$ cat src/rtl/stopwatch_seg_scan.sv
// ---------------------------------------------------------------------------
// stopwatch_seg_scan
//
// Purpose:
//   Drives a 6-digit, common-anode, multiplexed 7-segment display from the
//   stopwatch BCD digit bus. Digits are scanned one slot at a time. Each slot
//   begins with a short guard interval with every anode off, so the previous
//   digit's segments never ghost onto the next digit. All six digits are
//   captured into shadow registers once per frame. A digit bus that changes
//   mid-scan therefore never tears the value on the display.
//
// Ports:
//   clk          in   1  system clock
//   reset        in   1  synchronous, active-high reset
//   data0..data5 in   4  BCD digits (data0 = least significant, data5 = most)
//   blank        in   1  1 = all anodes inactive; scanning keeps running
//   seg          out  7  segments {g,f,e,d,c,b,a}
//   dp           out  1  decimal point
//   an           out  6  digit enables, an[k] drives digit k
//   frame_done   out  1  one-cycle pulse after each full 6-slot frame
//
// Parameters:
//   SCAN_DIV        clk cycles per digit slot (>= 4)
//   GUARD           dark cycles at the start of each slot (1 .. SCAN_DIV-2)
//   DP_MASK         bit k lights the decimal point in slot k
//   SEG_ACTIVE_LOW  1: seg/dp active-low, 0: active-high
//   AN_ACTIVE_LOW   1: an active-low, 0: active-high
//
// Build option:
//   LEADING_ZERO_BLANK_EN  when defined, digits 1..5 that are zero and have
//                          only zeros above them are kept dark. Digit 0 is
//                          always shown. When undefined, every digit is shown.
// ---------------------------------------------------------------------------
module stopwatch_seg_scan #(
   parameter int         SCAN_DIV       = 50000,
   parameter int         GUARD          = 16,
   parameter logic [5:0] DP_MASK        = 6'b010100,
   parameter bit         SEG_ACTIVE_LOW = 1'b1,
   parameter bit         AN_ACTIVE_LOW  = 1'b1
) (
   input  logic       clk,
   input  logic       reset,
   input  logic [3:0] data0,
   input  logic [3:0] data1,
   input  logic [3:0] data2,
   input  logic [3:0] data3,
   input  logic [3:0] data4,
   input  logic [3:0] data5,
   input  logic       blank,
   output logic [6:0] seg,
   output logic       dp,
   output logic [5:0] an,
   output logic       frame_done
);

   localparam int            CW      = $clog2(SCAN_DIV);
   localparam logic [CW-1:0] CNT_MAX = CW'(SCAN_DIV - 1);
   localparam logic [CW-1:0] GUARD_C = CW'(GUARD);

   // Inactive output levels. The active-high values are XORed with these,
   // which both applies the polarity and gives the reset value.
   localparam logic [5:0] AN_OFF  = AN_ACTIVE_LOW  ? 6'h3F : 6'h00;
   localparam logic [6:0] SEG_OFF = SEG_ACTIVE_LOW ? 7'h7F : 7'h00;
   localparam logic       DP_OFF  = SEG_ACTIVE_LOW;

   // BCD to active-high {g,f,e,d,c,b,a}. Codes A-F show a dash (g only) so a
   // corrupted digit is visible on the display instead of being disguised.
   function automatic logic [6:0] decode(input logic [3:0] d);
      logic [6:0] s;
      case (d)
         4'd0:    s = 7'h3F;
         4'd1:    s = 7'h06;
         4'd2:    s = 7'h5B;
         4'd3:    s = 7'h4F;
         4'd4:    s = 7'h66;
         4'd5:    s = 7'h6D;
         4'd6:    s = 7'h7D;
         4'd7:    s = 7'h07;
         4'd8:    s = 7'h7F;
         4'd9:    s = 7'h6F;
         default: s = 7'h40;
      endcase
      return s;
   endfunction

   logic [CW-1:0] cnt_q, cnt_d;
   logic [2:0]    idx_q, idx_d;
   logic          load_q, load_d;
   logic          frame_done_q, frame_done_d;
   logic [3:0]    shadow_q [6];
   logic [3:0]    shadow_d [6];
   logic [5:0]    an_q, an_d;
   logic [6:0]    seg_q, seg_d;
   logic          dp_q, dp_d;

   logic          tick;
   logic          frame_wrap;
   logic          slot_on;
   logic          suppressed;
   logic [3:0]    data_w [6];

`ifdef LEADING_ZERO_BLANK_EN
   // zero_from[k] is set when digit k and every digit above it are zero.
   // Bit 0 stays clear because the least significant digit is always shown.
   // Each bit is computed directly from the shadow regs, without chaining
   // through its neighbour, so there is no combinational self-loop.
   logic [5:0] zero_from;

   always_comb begin
      zero_from = 6'b111110;
      for (int j = 1; j < 6; j++) begin
         for (int k = 1; k <= j; k++) begin
            if (shadow_q[j] != 4'd0) begin
               zero_from[k] = 1'b0;
            end
         end
      end
   end

   assign suppressed = zero_from[idx_q];
`else
   assign suppressed = 1'b0;
`endif

   // Collect the digit bus into an array so the frame load is one loop.
   always_comb begin
      data_w[0] = data0;
      data_w[1] = data1;
      data_w[2] = data2;
      data_w[3] = data3;
      data_w[4] = data4;
      data_w[5] = data5;
   end

   // Prescaler, slot index, frame load and frame_done. A frame ends on the
   // tick in slot 5. That same condition arms the shadow load, so the inputs
   // are sampled exactly once per frame, in the cycle where idx returns to 0.
   always_comb begin
      tick         = (cnt_q == CNT_MAX);
      frame_wrap   = tick && (idx_q == 3'd5);
      cnt_d        = tick ? '0 : cnt_q + CW'(1);
      idx_d        = idx_q;
      if (tick) begin
         idx_d = (idx_q == 3'd5) ? 3'd0 : idx_q + 3'd1;
      end
      load_d       = frame_wrap;
      frame_done_d = frame_wrap;
      for (int k = 0; k < 6; k++) begin
         shadow_d[k] = load_q ? data_w[k] : shadow_q[k];
      end
   end

   // Display outputs. They are registered one cycle behind (cnt, idx). The
   // segments always follow the current slot's digit. Only the anode and the
   // decimal point are gated by the guard interval, blank and suppression.
   always_comb begin
      slot_on = (cnt_q >= GUARD_C) && !blank && !suppressed;
      an_d    = (slot_on ? (6'b000001 << idx_q) : 6'b000000) ^ AN_OFF;
      seg_d   = decode(shadow_q[idx_q]) ^ SEG_OFF;
      dp_d    = (slot_on && DP_MASK[idx_q]) ^ DP_OFF;
   end

   // State register. load_q resets to 1 so that the first cycle after reset
   // captures the digit bus.
   always_ff @(posedge clk) begin
      if (reset) begin
         cnt_q        <= '0;
         idx_q        <= 3'd0;
         load_q       <= 1'b1;
         frame_done_q <= 1'b0;
         for (int k = 0; k < 6; k++) begin
            shadow_q[k] <= 4'd0;
         end
         an_q         <= AN_OFF;
         seg_q        <= SEG_OFF;
         dp_q         <= DP_OFF;
      end else begin
         cnt_q        <= cnt_d;
         idx_q        <= idx_d;
         load_q       <= load_d;
         frame_done_q <= frame_done_d;
         for (int k = 0; k < 6; k++) begin
            shadow_q[k] <= shadow_d[k];
         end
         an_q         <= an_d;
         seg_q        <= seg_d;
         dp_q         <= dp_d;
      end
   end

   assign an         = an_q;
   assign seg        = seg_q;
   assign dp         = dp_q;
   assign frame_done = frame_done_q;

endmodule

$ cat config.mk
export PLATFORM = sky130hd
export DESIGN_NAME = stopwatch_seg_scan
export DESIGN_NICKNAME = d
export VERILOG_FILES = /design/src/rtl/stopwatch_seg_scan.sv
export SDC_FILE = /design/constraint.sdc
export NUM_CORES = 1
export LEC_CHECK = 0
export CAP_MARGIN = 20
export CORE_MARGIN = 8
export CORE_UTILIZATION = 57
export DETAILED_ROUTE_END_ITERATION = 10
export PLACE_DENSITY = 0.92
export SLEW_MARGIN = 0
export SYNTH_ARGS = -nofsm -noshare
export SYNTH_HDL_FRONTEND = slang
export SYNTH_SLANG_ARGS = --single-unit
$ cat constraint.sdc
create_clock -name clk -period 4.36 [get_ports clk]
set_input_delay 0.872 -clock clk [delete_from_list [all_inputs] [get_ports clk]]
set_output_delay 0.872 -clock clk [all_outputs]
set_load 0.01 [all_outputs]
==> results.cfg <==
[status]
outcome = finished clean

[worst_setup_path]
path_class = in -> reg
start_kind = input port
crit_path_max_fanout = 15
arrival_ps = 2440
cp_slowest_cell = a311oi_1
crit_chain = clkdlybuf4s50_1 -> a311oi_1 -> nand4_1
end_kind = register
slowest_delay_ps = 740
crit_required_ps = 4540

[clock_tree]
clk_pin_slew_ps = 70
post_cts_buffers = 0
clock_sinks = 63
cts_htree_levels = 3
tritoncts = built
clk_latency_ps = 330
ctsLongestPathBuffers = 2
cts_root_buffer = clkbuf_8
cts_made_buffers = 9
cts_resized = 0
hold_buffers = 0

[sta]
finClkSkew_ps = 8.41
relSlewSlack_pct = 46.1
setup_viol = 0
report.final.slew_viol_count = 0
finalCriticalPeriod_ps = 2260
worst_pin_slew_ps = 803
tns_ps = 0
period_share_pct = 51.8
fmax_mhz = 442
rsz0062_at_grt = no
hold_violations = 0

[final_layout]
area_delta_synth_final_pct = 22.2
layout_common_cells = clkdlybuf4s50_1, dfxtp_1, and2_1, edfxtp_1, nor2_1
nets = 334
finalInstanceArea_um2 = 3370
antenna_cells = 0
final_common_cell = clkdlybuf4s50_1
drive_gt1_share_pct = 9.54

[pwr]
power.internal_mw = 0.896
clkPwrFrac_pct = 36.3
max-vdd-ir-drop_mv = 0.212
total_power_mw = 1.17
leakagePower_nw = 1.26
combPwrFrac_pct = 8.3
switching_share_pct = 23.2
powerDensity_nw_per_um2 = 346
seqPwrFrac_pct = 55.4
p_switching_mw = 0.270

[floorplan]
core-area_um2 = 4690
fp-row-count = 25
ios = 42
fp.dieW_um = 85.6
die-area_um2 = 7320
initial_core_util_pct = 58.8
die_h_um = 85.6

[synthesis]
synth-seq-cells = 63
synth_cell_type_count = 37
syn_area_um2 = 2760
syn_inst = 253
synth_top_flop_cell = dfxtp_1
ys_warn_count = 0
synth-seq-area-share_pct = 54.4
async_flop_share_pct = 0
syn_avg_cell_area_um2 = 10.9
syn-num-nets = 288
synth-edff-count = 24

[drt]
drc = 0
finalWirelength_um = 5270
vias_per_cell = 5.56
drtPass1Iterations = 4
ant_nets = 0
drtIter0Drc = 124
wl_per_cell_um = 14.7
num_vias = 1990

[place]
place_hpwl_um = 3700
portBuffers = 41
place_area_um2 = 3200
gp_congestion = 0.880

[global_routing]
grt_pass1_wl_um = 8860
grt_usage_pct = 15.3
first_global_vias = 1954
grt_max_degree = 25
antenna_found_initial = 0
grt_overflow = 0

[run]
maxCapViolCount = 0

[worst_hold_path]
hp-class = reg -> reg
## synth_stat cells (5+ instances only)
cell	number	area (um^2)
o21ai_0	9	45.0
xnor2_1	5	43.8
nor2_1	23	86.3
nand4_1	7	43.8
edfxtp_1	24	721
a21oi_1	12	60.1
and2_1	25	156
nand2_1	9	33.8
xor2_1	6	52.6
dfxtp_1	39	781
ha_1	8	100
inv_1	15	56.3
mux2i_1	6	60.1
mux4_2	5	113
nand3_1	14	70.1
clkbuf_1	5	18.8
## through the flow
step | hold WS [ps] | cells | setup WS, ps | util [%]
3_3_place_gp | 348 | 341 | 1530 | 68.3
4_1_cts | 371 | 357 | 1760 | 71.7
6_report | 369 | 358 | 2100 | 71.9
5_1_grt | 390 | 358 | 1990 | 71.9
2_1_floorplan | 343 | 253 | 2370 | -
3_5_place_dp | 354 | 341 | 1420 | 68.3
## power groups by stage
| stage | Sequential (mW) | Clock, mW | Combinational [mW] |
|---|---|---|---|
| after floorplan | 0.660 | 0 | 0.0462 |
| after global placement | 0.657 | 0 | 0.0924 |
| after detailed placement | 0.659 | 0 | 0.0954 |
| after CTS | 0.646 | 0.431 | 0.0961 |
| after global routing | 0.648 | 0.457 | 0.106 |
| final | 0.646 | 0.424 | 0.0963 |
## sequential cells by signal, summed over array words and instances, names as in the netlist, named ones only
signal and cells:
an 6, frame_done 1, seg 7, load_q 1, cnt_q 16, shadow_q 24, dp 1, idx_q 3
## final cells by class
class | instances | area [um^2]
Inverter | 15 | 56.3
Fill cell | 310 | 1320
Sequential cell | 63 | 1500
Clock buffer | 10 | 128
Clock inverter | 6 | 33.8
Timing Repair Buffer | 42 | 418
Tap cell | 54 | 67.6
Multi-Input combinational cell | 168 | 1170
## kinds of logic (layout without fill, tap and decap cells)
logic type / Yosys count / in the layout / synth area share (%)
and+or+nand+nor: 102 / 102 / 20.1
buffers and inverters: 22 / 73 / 3.31
DFF: 63 / 63 / 54.4
muxes: 15 / 15 / 7.89
xor gates and xnor gates: 11 / 11 / 3.49
adders and majority gates: 8 / 8 / 3.63
AOI/OAI and AO/OA: 32 / 32 / 7.21
## per-layer routing
layer  track usage, %  share of wire (%)
met3             4.49                5.3
met4             9.71                2.2
met1             16.9                 41
met5                0                  0
met2             25.1                 52
## critical path, delay by kind of cell
kind | cells | cell delay (ps)
AND/OR/NAND/NOR | 1 | 180
AO/OA/AOI/OAI | 1 | 740
buffers and inverters | 1 | 650
## path summary, 6_finish.rpt
path	from	slack [ps]	end	depth (start not counted)
worst max-delay path	reset	2100	an[4]	3
worst min-delay path	register	370	dp	1
worst max register to register	register	2190	seg[5]	5
worst min register to register	register	370	dp	1
(Power assumes the default switching activity.)
